==> src/rtl/rv32imf_irq_arbiter.sv <==
// Interrupt arbiter: synchronises raw lines, latches edge sources, picks the
// highest-priority eligible source and hands it to the controller.
module rv32imf_irq_arbiter #(
  parameter  int NUM_IRQ     = 32,
  parameter  int PRIO_W      = 3,
  parameter  int SYNC_STAGES = 2,
  localparam int ID_W        = $clog2(NUM_IRQ)
) (
  input  logic                     clk,
  input  logic                     rst_n,
  input  logic [NUM_IRQ-1:0]       irq_i,
  input  logic [NUM_IRQ-1:0]       edge_mode_i,
  input  logic [NUM_IRQ-1:0]       ie_i,
  input  logic [NUM_IRQ*PRIO_W-1:0] prio_i,
  input  logic [PRIO_W-1:0]        threshold_i,
  input  logic                     m_ie_i,
  output logic                     irq_req_o,
  output logic [ID_W-1:0]          irq_id_o,
  output logic [PRIO_W-1:0]        irq_prio_o,
  input  logic                     irq_ack_i,
  input  logic                     irq_done_i,
  input  logic [ID_W-1:0]          irq_done_id_i,
  output logic                     busy_o,
  output logic [NUM_IRQ-1:0]       pending_o,
  output logic                     wu_o,
  output logic [1:0]               state_o
);

  localparam int NUM_PAD = 1 << ID_W;

  typedef enum logic [1:0] {
    ST_IDLE   = 2'd0,
    ST_REQ    = 2'd1,
    ST_ACTIVE = 2'd2
  } state_e;

  logic [NUM_IRQ-1:0] sync_q [SYNC_STAGES];
  logic [NUM_IRQ-1:0] s;
  logic [NUM_IRQ-1:0] s_d_q;
  logic [NUM_IRQ-1:0] pending_q, pending_d;
  logic [NUM_IRQ-1:0] clr;
  logic [NUM_IRQ-1:0] eligible;
  logic [NUM_PAD-1:0] elig_pad;
  logic               win_valid;
  logic [ID_W-1:0]    win_id;
  logic [PRIO_W-1:0]  win_prio;
  logic               ack_take;

  state_e             state_q;
  logic               req_q;
  logic [ID_W-1:0]    id_q;
  logic [PRIO_W-1:0]  prio_q;
  logic               busy_q;

  always_ff @(posedge clk or negedge rst_n) begin
    if (!rst_n) begin
      for (int i = 0; i < SYNC_STAGES; i++) sync_q[i] <= '0;
      s_d_q     <= '0;
      pending_q <= '0;
    end else begin
      sync_q[0] <= irq_i;
      for (int i = 1; i < SYNC_STAGES; i++) sync_q[i] <= sync_q[i-1];
      s_d_q     <= s;
      pending_q <= pending_d;
    end
  end

  assign s        = sync_q[SYNC_STAGES-1];
  assign ack_take = (state_q == ST_REQ) && irq_ack_i;
  assign clr      = ack_take ? (NUM_IRQ'(1) << id_q) : '0;

  // Edge sources: a new rising edge wins over a same-cycle claim clear.
  always_comb begin
    pending_d = (edge_mode_i & ((pending_q & ~clr) | (s & ~s_d_q)))
              | (~edge_mode_i & s);
  end

  // Ties resolve to the higher index because later sources win on equality.
  always_comb begin
    eligible  = '0;
    win_valid = 1'b0;
    win_id    = '0;
    win_prio  = '0;
    for (int n = 0; n < NUM_IRQ; n++) begin
      eligible[n] = pending_q[n] & ie_i[n] & (prio_i[n*PRIO_W +: PRIO_W] > threshold_i);
      if (eligible[n] && (!win_valid || (prio_i[n*PRIO_W +: PRIO_W] >= win_prio))) begin
        win_valid = 1'b1;
        win_id    = ID_W'(n);
        win_prio  = prio_i[n*PRIO_W +: PRIO_W];
      end
    end
  end

  assign elig_pad = NUM_PAD'(eligible);

  // Handshake: irq_req_o stays high with a frozen id/prio until the controller
  // pulses irq_ack_i (claim) or the source loses eligibility (withdraw); a claim
  // in the same cycle as a withdraw condition is honoured. The claimed source
  // stays in service until irq_done_i arrives carrying the matching id.
  always_ff @(posedge clk or negedge rst_n) begin
    if (!rst_n) begin
      state_q <= ST_IDLE;
      req_q   <= 1'b0;
      id_q    <= '0;
      prio_q  <= '0;
      busy_q  <= 1'b0;
    end else begin
      case (state_q)
        ST_IDLE: begin
          if (m_ie_i && win_valid) begin
            state_q <= ST_REQ;
            req_q   <= 1'b1;
            id_q    <= win_id;
            prio_q  <= win_prio;
          end
        end
        ST_REQ: begin
          if (irq_ack_i) begin
            state_q <= ST_ACTIVE;
            req_q   <= 1'b0;
            busy_q  <= 1'b1;
          end else if (!elig_pad[id_q] || !m_ie_i) begin
            state_q <= ST_IDLE;
            req_q   <= 1'b0;
          end
        end
        ST_ACTIVE: begin
          if (irq_done_i && (irq_done_id_i == id_q)) begin
            state_q <= ST_IDLE;
            busy_q  <= 1'b0;
          end
        end
        default: begin
          state_q <= ST_IDLE;
          req_q   <= 1'b0;
          busy_q  <= 1'b0;
        end
      endcase
    end
  end

  assign irq_req_o  = req_q;
  assign irq_id_o   = id_q;
  assign irq_prio_o = prio_q;
  assign busy_o     = busy_q;
  assign pending_o  = pending_q;
  assign wu_o       = |(pending_q & ie_i);
  assign state_o    = state_q;

endmodule

==> config.mk <==
export PLATFORM = sky130hd
export DESIGN_NAME = rv32imf_irq_arbiter
export DESIGN_NICKNAME = d
export VERILOG_FILES = /design/src/rtl/rv32imf_irq_arbiter.sv
export SDC_FILE = /design/constraint.sdc
export NUM_CORES = 1
export LEC_CHECK = 0
export ABC_CLOCK_PERIOD_IN_PS = 94900
export BUFFER_PORTS_ARGS = -buffer_cell sky130_fd_sc_hd__clkbuf_2
export CORE_UTILIZATION = 35
export DETAILED_ROUTE_END_ITERATION = 8
export GPL_TIMING_DRIVEN = 0
export HOLD_SLACK_MARGIN = 0.03
export PLACE_DENSITY = 0.53
export SYNTH_ARGS = -nofsm -noshare
export SYNTH_HDL_FRONTEND = slang
export SYNTH_SLANG_ARGS = --single-unit
==> constraint.sdc <==
create_clock -name clk -period 94.9 [get_ports clk]
set_input_delay 9.49 -clock clk [delete_from_list [all_inputs] [get_ports clk]]
set_output_delay 9.49 -clock clk [all_outputs]
set_load 0.03 [all_outputs]
### Yosys cells after proc, flatten, opt, wreduce, memory -nomap -nowiden

Cells that the tools add are included.

| operators by class | value |
|---|---|
| magnitude comparators | 64 |
| equality and inequality tests | 7 |
| shift operators | 1 |
| mux-type cells | 110 |
| bitwise operators | 76 |
| reductions and logical operators | 105 |

Operators by type and width:

| cell | number |
|---|---|
| $and 32x32->32 | 5 |
| $mux 5 | 30 |
| $gt 3x3->1 | 32 |
| $mux 3 | 32 |
| $not 32->32 | 3 |
| $ge 3x3->1 | 31 |
| $and 1x1->1 | 64 |
| $or 32x32->32 | 2 |
| $mux 1 | 39 |
| $logic_and 1x1->1 | 34 |
| $logic_not 1->1 | 33 |
| $logic_or 1x1->1 | 32 |
| $mux 32 | 1 |
| $reduce_or 32->1 | 1 |
| $shl 1x5->32 const A | 1 |
| $reduce_and 3->1 | 3 |
| $mux 2 | 4 |
| $lt 5x6->1 const B | 1 |
| $ne 2x2->1 const B | 3 |
| $pmux 1 s3 | 2 |
| $pmux 2 s3 | 1 |
| $bmux 1 s5 | 1 |
| $eq 5x5->1 | 1 |
| $ne 3x2->1 const B | 1 |
| other kinds (5) | 6 |

| word-level totals | value |
|---|---|
| flip-flop bits (word level) | 140 |
| input port bits | 205 |
| output and inout port bits | 45 |
| logic and storage cells | 372 |

### Longest topological paths before layout

Gate-level depths: netlist of run 1.

| logic depth | value |
|---|---|
| depth after elaboration | 130 |
| gate-level depth with buffers | 229 |
| mapped depth without buffers | 225 |

### Worst setup path before layout of run 1

No wires, ideal clock.

| timing path | value |
|---|---|
| kind | input to register |
| start | input port threshold_i[1] |
| end | register id_q[3] (netlist: irq_id_o[3]) |
| library setup time | 0.131 ns |
| arrival time | 52.027 ns |
| data required time | 94.769 ns |
| slack | 42.741 ns |
| stages | 214 |
| path buffers | 4 |
| cells stage by stage | inv_1 ha_1 nor2b_4 o311ai_0 nor2_1 ha_1 nand2b_1 a21o_1 a21oi_1 a211o_1 nand2_1 ha_1 nand2b_1 a21o_1 a21oi_1 a21oi_1 o32ai_1 ha_1 (+178 left out) mux2_2 ha_1 nand2b_1 a21oi_1 nor2b_1 o31ai_1 inv_1 o41ai_1 a21oi_1 nand2_1 ha_1 nand2b_1 a21oi_1 nor2b_1 o31ai_1 nand3_1 nor3_1 a21oi_1 |

| on the way | value |
|---|---|
| word-level cells in the longest chain between the ends | 129 |
| elaborated cells between the ends (all ways) | 282 |
| classes of those cells | 63 x order compare; 92 x mux; 32 x bitwise; 95 x reduce/logical |

RTL lines:

| item | line | source |
|---|---|---|
| start, declared | 15 | `input logic [PRIO_W-1:0] threshold_i,` |
| $gt 3x3->1 | 85 | `eligible[n] = pending_q[n] & ie_i[n] & (prio_i[n*PRIO_W +: PRIO_W] > threshold_i);` |
| $and 1x1->1 | 85 |  |
| $mux 3 / $mux 1 (equally long branches) | 86 | `if (eligible[n] && (!win_valid \|\| (prio_i[n*PRIO_W +: PRIO_W] >= win_prio))) begin` |
| $ge 3x3->1 / $logic_not 1->1 (equally long branches) | 86 |  |
| $logic_or 1x1->1 | 86 |  |
| $logic_and 1x1->1 | 86 |  |
| $mux 3 / $mux 1 (equally long branches) | 86 |  |
| $ge 3x3->1 / $logic_not 1->1 (equally long branches) | 86 |  |
| (+113 left out) | -- |  |
| $logic_and 1x1->1 | 86 |  |
| $mux 3 / $mux 1 (equally long branches) | 86 |  |
| $ge 3x3->1 / $logic_not 1->1 (equally long branches) | 86 |  |
| $logic_or 1x1->1 | 86 |  |
| $logic_and 1x1->1 | 86 |  |
| $mux 1 | 86 |  |
| $logic_and 1x1->1 | 110 | `if (m_ie_i && win_valid) begin` |
| $reduce_and 2->1 (no line) | -- |  |
| end signal, assigned | 113 | `id_q <= win_id;` |
| end, declared | 51 | `logic [ID_W-1:0] id_q;` |

Several ways; a longest one is shown, not always the timed one.
A chain may end at the register's enable or synchronous reset.

### Worst setup path after layout of run 1

| timing path | value |
|---|---|
| start | input port threshold_i[0] |
| end | register id_q[4] (netlist: irq_id_o[4]) |

Same word-level chain as after synthesis.

==> results.txt, run 1 <==
The total non-filler cell area in the finished layout is 14,400 µm². The average instance area after synthesis came out at 9.11 µm². The number of enable flip-flop cells after synthesis is 0.

The flop-to-flop setup slack is 46,280 ps. Routed signal wires occupy layers up through met4. The final route contains 11,300 vias.

The number of maximum-capacitance constraint violations is 0. The die is 187 µm wide. The data required time of the worst path is 95,200 ps.

The most instantiated flip-flop cell in the synthesis netlist is sky130_fd_sc_hd__dfrtp_1. The critical path's slowest cell is sky130_fd_sc_hd__clkbuf_2. The flip-flop and latch count after synthesis is 140. The clock drives 140 sinks. The remaining routing DRC violations came out at 0.

On the worst path, the slowest cell contributes a delay of 830 ps. Setup repair after global routing left no endpoint under its margin. By instance count, the cell type seen most on the critical path is sky130_fd_sc_hd__ha_1. At the pin with the least slew margin, the transition time is 1150 ps. The first routing iteration left 561 violations. The post-cts gate resize count came out at 0. Sorting the synthesized cells by area gives the leading types as sky130_fd_sc_hd__dfrtp_1 (29%), sky130_fd_sc_hd__ha_1 (17%), sky130_fd_sc_hd__nand2_1 (5.3%).

The worst hold path begins at sync_q[57]$_DFF_PN0_. Of the post-synthesis cell area, the dominant cell type holds 0.293. The starting density of the core is 0.356. The critical path in this run is classified as input port to register. The first-pass detailed-route iteration total came out at 6. The met3 wire length is 2280 µm. The highest achievable clock rate is 0.0170 GHz. The number of distinct library cell variants in the gate-level netlist after synthesis is 104.

The finished layout holds 2,048 standard cells, fillers aside. The hold violation count in the final report came to 0. The via count of the first global-routing pass is 11,100. STA classifies the critical path endpoint as a register.

At the placement stage, the worst setup path has a slack of 36,260 ps. The classification of the worst-slack hold path is register to register. In this run the deepest clock path goes through 2 buffers. The die footprint is 34,900 µm².

For the worst flop-to-flop path, the logic depth is 203. The core region is 33,600 µm². For this design, the CTS-stage hold fixing added 0 buffers. After global routing the overflow that remains totals 0.

The mapped cell area is 12,000 µm². The switching part of the total came out at 0.441. Setup violations remaining at the end of the flow were counted as 0. The worst path setup slack after routing is 36,160 ps. The count of input and output buffers is 249. The HPWL reported at the end of detailed placement is 33,200 µm. Dividing the final minimum period by the clock period gives 0.619.

The per-cell via count in the routed design came out at 5.50. The run finished with clean final reports. The Yosys step of the flow raised 0 warnings. The number of instances on the worst hold path came out at 0. The total clock buffers created by CTS came out at 17. The worst path needs 58,740 ps of the cycle, external delays included.

The number of nets in the layout came out at 1,955. Clock latency on the worst-skew pair, taken at its later pin, is 450 ps. The switching power total came out at 0.136 mW. The count of final max-slew check failures is 0. The number of cell rows is 67. After detailed routing, the wire length on met1 is 18,900 µm.

Internal power comes to 0.173 mW. The routed length per placed instance is 19.9 µm. The total power came out at 0.309 mW. The cell family contributing the most delay on the critical path is compound AO/OA/AOI/OAI gates. The proportion of power drawn by the clock network is 0.213. The amount of wire on met2 after detailed routing came out at 18,800 µm. The initial antenna violation count came to 3. The count of boundary I/O pins is 250. The final weighted congestion of routability-driven global placement came out at 0.917. The total negative slack came out at 0 ps.

The die outline height is 187 µm. The total buffers and inverters traversed by the critical path is 7. The endpoint of the worst hold-timing path is s[25]$_DFF_PN0_.

Relative to the synthesized area, the layout overhead comes to 20.5%. The clock root buffer is sky130_fd_sc_hd__clkbuf_16. The leakage power summed over all cells came out at 6.78 nW. The first global-routing pass estimated 62,800 µm of wire. Entering global routing, the biggest net connects 75 pins. The routed design has 40,700 µm of wire. The share of total power dissipated in combinational logic is 0.556. In this run the critical register-to-register path is launched from pending_o[0]$_DFF_PN0_.

The worst endpoint data arrival time is 59,040 ps. The power per cell area came out at 21.4 nW/µm². In this run the number of H-tree levels came out at 4. The total nets after synthesis is 1,684. The clock tree from TritonCTS is built. Clock-pin slew was measured on the worst setup and hold paths at 60 ps. The highest net fanout along the worst path came out at 32. The ratio of cells with drive above 1 in the final layout came out at 0.229. The number of placed instances, taps included, is 2,013. In this run the post-CTS setup repair buffer count came out at 0.

The register area share after synthesis came out at 0.293. The worst hold slack after final layout came out at 344 ps. Across the VDD grid, the largest voltage drop is 0.0200 mV. The library cell with the largest summed area after synthesis is sky130_fd_sc_hd__dfrtp_1.

The startpoint class of the critical path is an input port. The relative contribution of sequential cells to total power came out at 0.231. The worst pin sits at a relative slew slack of 0.231. The cell area after placement came out at 13,800 µm². The final standard cell utilization of the core came out at 0.429.

The share of flip-flops with an asynchronous set or reset after synthesis is 1.00. The worst reg2reg path endpoint is irq_id_o[4]$_DFFE_PN0P_. Across every metal layer, demand over resource in global routing totals 0.234.

The number of nets with antenna violations after detailed routing came out at 0. After technology mapping, the gate count stands at 1,313. The final worst clock skew came out at 16.7 ps.
[power groups by stage]
stage | clock (mW) | combinational (mW) | sequential, mW
after floorplan | 0 | 0.117 | 0.0776
after global placement | 0 | 0.167 | 0.0726
after detailed placement | 0 | 0.170 | 0.0727
after CTS | 0.0671 | 0.171 | 0.0716
after global routing | 0.0695 | 0.192 | 0.0721
final | 0.0658 | 0.172 | 0.0714
[cells in the final DEF, fill, tap and decap left out, types with 5 or more instances in the layout]
| cell | count |
|---|---|
| sky130_fd_sc_hd__a211oi_1 | 10 |
| sky130_fd_sc_hd__a21boi_0 | 5 |
| sky130_fd_sc_hd__a21o_1 | 31 |
| sky130_fd_sc_hd__a21oi_1 | 70 |
| sky130_fd_sc_hd__a311oi_1 | 17 |
| sky130_fd_sc_hd__a31oi_1 | 26 |
| sky130_fd_sc_hd__a32o_1 | 32 |
| sky130_fd_sc_hd__a41oi_1 | 6 |
| sky130_fd_sc_hd__and2_1 | 16 |
| sky130_fd_sc_hd__clkbuf_1 | 12 |
| sky130_fd_sc_hd__clkbuf_16 | 17 |
| sky130_fd_sc_hd__clkbuf_2 | 248 |
| sky130_fd_sc_hd__dfrtp_1 | 140 |
| sky130_fd_sc_hd__ha_1 | 166 |
| sky130_fd_sc_hd__inv_1 | 83 |
| sky130_fd_sc_hd__maj3_1 | 6 |
| sky130_fd_sc_hd__mux2_2 | 16 |
| sky130_fd_sc_hd__mux2_4 | 8 |
| sky130_fd_sc_hd__mux4_2 | 8 |
| sky130_fd_sc_hd__nand2_1 | 170 |
| sky130_fd_sc_hd__nand2b_1 | 40 |
| sky130_fd_sc_hd__nand3_1 | 20 |
| sky130_fd_sc_hd__nand4_1 | 12 |
| sky130_fd_sc_hd__nor2_1 | 72 |
| sky130_fd_sc_hd__nor2b_1 | 33 |
| sky130_fd_sc_hd__nor3_1 | 20 |
| sky130_fd_sc_hd__nor4_1 | 5 |
| sky130_fd_sc_hd__o211a_1 | 8 |
| sky130_fd_sc_hd__o211ai_1 | 14 |
| sky130_fd_sc_hd__o21a_1 | 34 |
| sky130_fd_sc_hd__o21ai_0 | 49 |
| sky130_fd_sc_hd__o21ai_1 | 9 |
| sky130_fd_sc_hd__o21bai_1 | 8 |
| sky130_fd_sc_hd__o31a_1 | 9 |
| sky130_fd_sc_hd__o31ai_1 | 11 |
| sky130_fd_sc_hd__or2_2 | 8 |
| sky130_fd_sc_hd__or3_1 | 7 |
| sky130_fd_sc_hd__or4_1 | 5 |
| sky130_fd_sc_hd__xnor2_1 | 5 |
[synthesized netlist by cell type (all sizes together), types with 9 or more instances]
library cell / count
nand4: 12
nor3: 23
inv: 85
nor2b: 34
a211oi: 12
a21boi: 9
a311oi: 17
nand2: 171
mux2: 24
o21a: 34
a31oi: 26
ha: 166
nand2b: 40
or2: 10
a21o: 33
o31a: 9
nor2: 72
a32o: 32
o21ai: 60
and2: 17
a21oi: 73
o211ai: 15
clkbuf: 12
nand3: 20
o31ai: 13
dfrtp: 140
[area by class of cell]
| class | count | area [µm²] |
|---|---|---|
| Antenna cell | 3 | 7.51 |
| Buffer | 15 | 61.3 |
| Clock buffer | 18 | 439 |
| Clock inverter | 14 | 126 |
| Fill cell | 3377 | 19200 |
| Inverter | 85 | 319 |
| Multi-Input combinational cell | 1073 | 8080 |
| Sequential cell | 140 | 3500 |
| Tap cell | 448 | 561 |
| Timing Repair Buffer | 252 | 1320 |
[logic make-up after synthesis]
| kind of cell | synth area share |
|---|---|
| and+or+nand+nor | 0.185 |
| AOI/OAI and AO/OA | 0.263 |
| adders and majority gates | 0.180 |
| DFF | 0.293 |
| buffers and inverters | 0.0318 |
| muxes | 0.0435 |
| xor gates and xnor gates | 0.00366 |
[routing by layer]
metal / GRT usage / vias to the layer above
met5: 0 / -
met4: 0.0621 / 0
met3: 0.0435 / 41
met2: 0.383 / 318
met1: 0.316 / 5366
li1: - / 5531
[state kept, by name (all words and copies together) (netlist names)]
name	flops
irq_id_o	5
irq_req_o	1
busy_o	1
sync_q	32
pending_o	32
s	32
s_d_q	32
state_o	2
irq_prio_o	3
[worst max path at each step]
stage	start	slack [ps]	cells after the start	endpoint
after floorplan	threshold_i[1]	42740	214	irq_id_o[3]$_DFFE_PN0P_
after global placement	threshold_i[1]	35780	206	irq_id_o[3]$_DFFE_PN0P_
after detailed placement	threshold_i[0]	36260	205	irq_id_o[4]$_DFFE_PN0P_
after CTS	threshold_i[0]	36440	205	irq_id_o[4]$_DFFE_PN0P_
after global routing	threshold_i[0]	32580	207	irq_id_o[4]$_DFFE_PN0P_
final	threshold_i[0]	36160	205	irq_id_o[4]$_DFFE_PN0P_
No activity file was read; power rests on OpenSTA's default activity.
==> inputs of run 2 (changes only) <==
Settings changed: ABC_CLOCK_PERIOD_IN_PS 94900 to 55700.
Clock period 94.9 ns to 55.7 ns, I/O delays scaled along.
==> results.txt, run 2 (same netlist as run 1, synthesis figures left out) <==
The flow ran to the end, and the final reports show no timing, DRC or antenna violations. Clock latency on the worst-skew pair, taken at its later pin, is 450 ps. The final worst clock skew is 15.4 ps. The power per cell area is 36.6 nW/µm². TritonCTS built the clock tree. The highest achievable clock rate is 0.0191 GHz. The pin slew with the least headroom to its limit is 1030 ps. The total power came out at 0.531 mW. The layout overhead on the synthesized area is 21.2%. The number of fill cells in the layout is 3,371. The headroom to the max-slew limit is 0.309. The largest single stage delay on the critical path is 490 ps. The global-route wire length before repair came out at 62,800 µm. The number of cell rows came out at 67. Across all hold checks on the routed design, the worst slack comes to 344 ps. The number of nets with antenna violations after detailed routing came out at 0. The library cell appearing most often on the critical path is sky130_fd_sc_hd__ha_1. The remaining routing DRC violations is 0. The post-cts gate resize count came out at 0. The worst setup path is captured at a register. Using the TritonRoute via totals, the vias-per-cell ratio works out to 5.50. The count of hold buffers inserted by post-cts repair came out at 0. The setup slack at placement came out at 978 ps.

The H-tree was split into 4 levels. The pre-antenna-repair detailed-routing pass consisted of 5 iterations. The total clock buffers created by CTS came out at 17. The post-CTS clock slew at the launch and capture registers of the worst setup and hold paths came out at 60 ps.

The critical path starts at threshold_i[2]. After the first detailed-routing iteration, the DRC count stood at 709. Entering global routing, the biggest net connects 75 pins. The via count of the first global-routing pass came to 11,100. The hold violation count in the final report is 0. Of the available clock period, the critical path in the final layout requires 0.938. The initial antenna violation count is 3. The class of the most critical setup path is input port to register.

Setup repair after global routing left no endpoint under its margin. The die outline height is 187 µm. Across all layers, the routed design uses 11,300 vias.

The routed length per placed instance came out at 19.9 µm. At the end of routability-driven placement, the weighted congestion stood at 0.917. The number of buffers between clock root and the deepest sink came out at 2.

In this run the worst hold path is classified as register to register. The worst-case IR drop observed on VDD is 0.0341 mV. Counting every sink on the clock net gives 140. The data required time of the worst path came out at 56,000 ps.

The net count of the finished layout is 1,955. The overall overflow remaining after global route is 0. The cell sitting at the root of the clock tree is a sky130_fd_sc_hd__clkbuf_16. For this run, the total global-route usage over all layers was measured as 0.234. The initial utilization of the core area, before any placement, comes to 0.356. The leakage power summed over all cells came out at 6.80 nW. The worst hold path begins at sync_q[57]$_DFF_PN0_. The total of endpoints with negative setup slack in the final report is 0. For this design, the slowest cell found on the critical path is sky130_fd_sc_hd__o41ai_4.

The worst register-to-register path begins at pending_o[0]$_DFF_PN0_. The ratio of cells with drive above 1 in the final layout is 0.234. Leaving out fill and tap cells, the most frequent cell in the layout is sky130_fd_sc_hd__clkbuf_2. The die extent in x is 187 µm.

The HPWL reported at the end of detailed placement is 33,200 µm. Port buffering added 249 buffers. STA classifies the critical path startpoint as an input port. The count of final max-slew check failures is 0. The number of setup buffers added after CTS is 0. The count of boundary I/O pins is 250. In this run the worst path has a maximum fanout of 21. The top cell types in the final layout, fill and taps aside, are sky130_fd_sc_hd__clkbuf_2 (248), sky130_fd_sc_hd__nand2_1 (170), sky130_fd_sc_hd__ha_1 (166), sky130_fd_sc_hd__dfrtp_1 (140), sky130_fd_sc_hd__inv_1 (83).

The die footprint is 34,900 µm². Summed over all failing endpoints, the final setup total negative slack is 0 ps. In this run the standard cell core region covers 33,600 µm².

The shortest clock period the worst path allows after layout is 52,270 ps. The number of maximum-capacitance constraint violations came out at 0. The post-detailed-routing wire length is 40,700 µm. The worst endpoint data arrival time came out at 52,580 ps. The worst path setup slack after routing is 3430 ps.
==> run 2: cell types whose count changed in the layout (fill, tap and decap cells not counted), moves of 2 or more <==
cell                      delta
sky130_fd_sc_hd__o21ai_1     -2
sky130_fd_sc_hd__o31ai_1     -2
sky130_fd_sc_hd__o21ai_2     +2
sky130_fd_sc_hd__o31ai_4     +3
==> run 2: area by class of cell <==
| type | instances | area, µm² | area share |
|---|---|---|---|
| flip-flops and latches | 140 | 3500 | 0.242 |
| plain buffers | 15 | 62.6 | 0.00431 |
| well taps | 448 | 561 | 0.0387 |
| clock buffers | 18 | 439 | 0.0303 |
| clock inverters | 14 | 126 | 0.00872 |
| multi-input cells | 1073 | 8150 | 0.562 |
| diodes | 3 | 7.51 | 0.000518 |
| repair buffers | 252 | 1330 | 0.0916 |
| inverters | 85 | 319 | 0.0220 |
==> run 2: power by group <==
part,total (mW),switching [mW],leakage (nW),internal (mW)
Combinational,0.297,0.173,4.90,0.124
Clock,0.112,0.0522,0.270,0.0598
Sequential,0.122,0.0100,1.62,0.112
==> run 2: final timing paths <==
check | slack [ps] | cells after the start | endpoint
max | 3430 | 209 | irq_id_o[4]$_DFFE_PN0P_
min | 340 | 0 | s[25]$_DFF_PN0_
max reg2reg | 9100 | 205 | irq_id_o[4]$_DFFE_PN0P_
min reg2reg | 340 | 0 | s[25]$_DFF_PN0_
max in group asynchronous | 49800 | 2 | pending_o[18]$_DFF_PN0_
min in group asynchronous | 5130 | 1 | s_d_q[9]$_DFF_PN0_
==> run 2: worst max-delay path, delay by kind of cell <==
family	cells	cell delay [ps]
and+or+nand+nor	57	8710
AOI/OAI and AO/OA	90	20580
adders and majority gates	38	10410
buffers and inverters	9	1950
muxes	15	5250
==> run 2: through the flow <==
step	util	cells	instance area, µm²
after floorplan	-	1313	12000
after global placement	0.409	2010	13800
after detailed placement	0.412	2013	13800
after CTS	0.429	2045	14400
after global routing	0.431	2045	14500
final	0.431	2048	14500
==> run 2: layer usage <==
metal	GRT usage	up-vias	wire length [µm]
met4	0.0621	0	678
li1	-	5527	-
met3	0.0435	39	2290
met2	0.383	310	18800
met1	0.316	5394	18900
met5	0	-	0
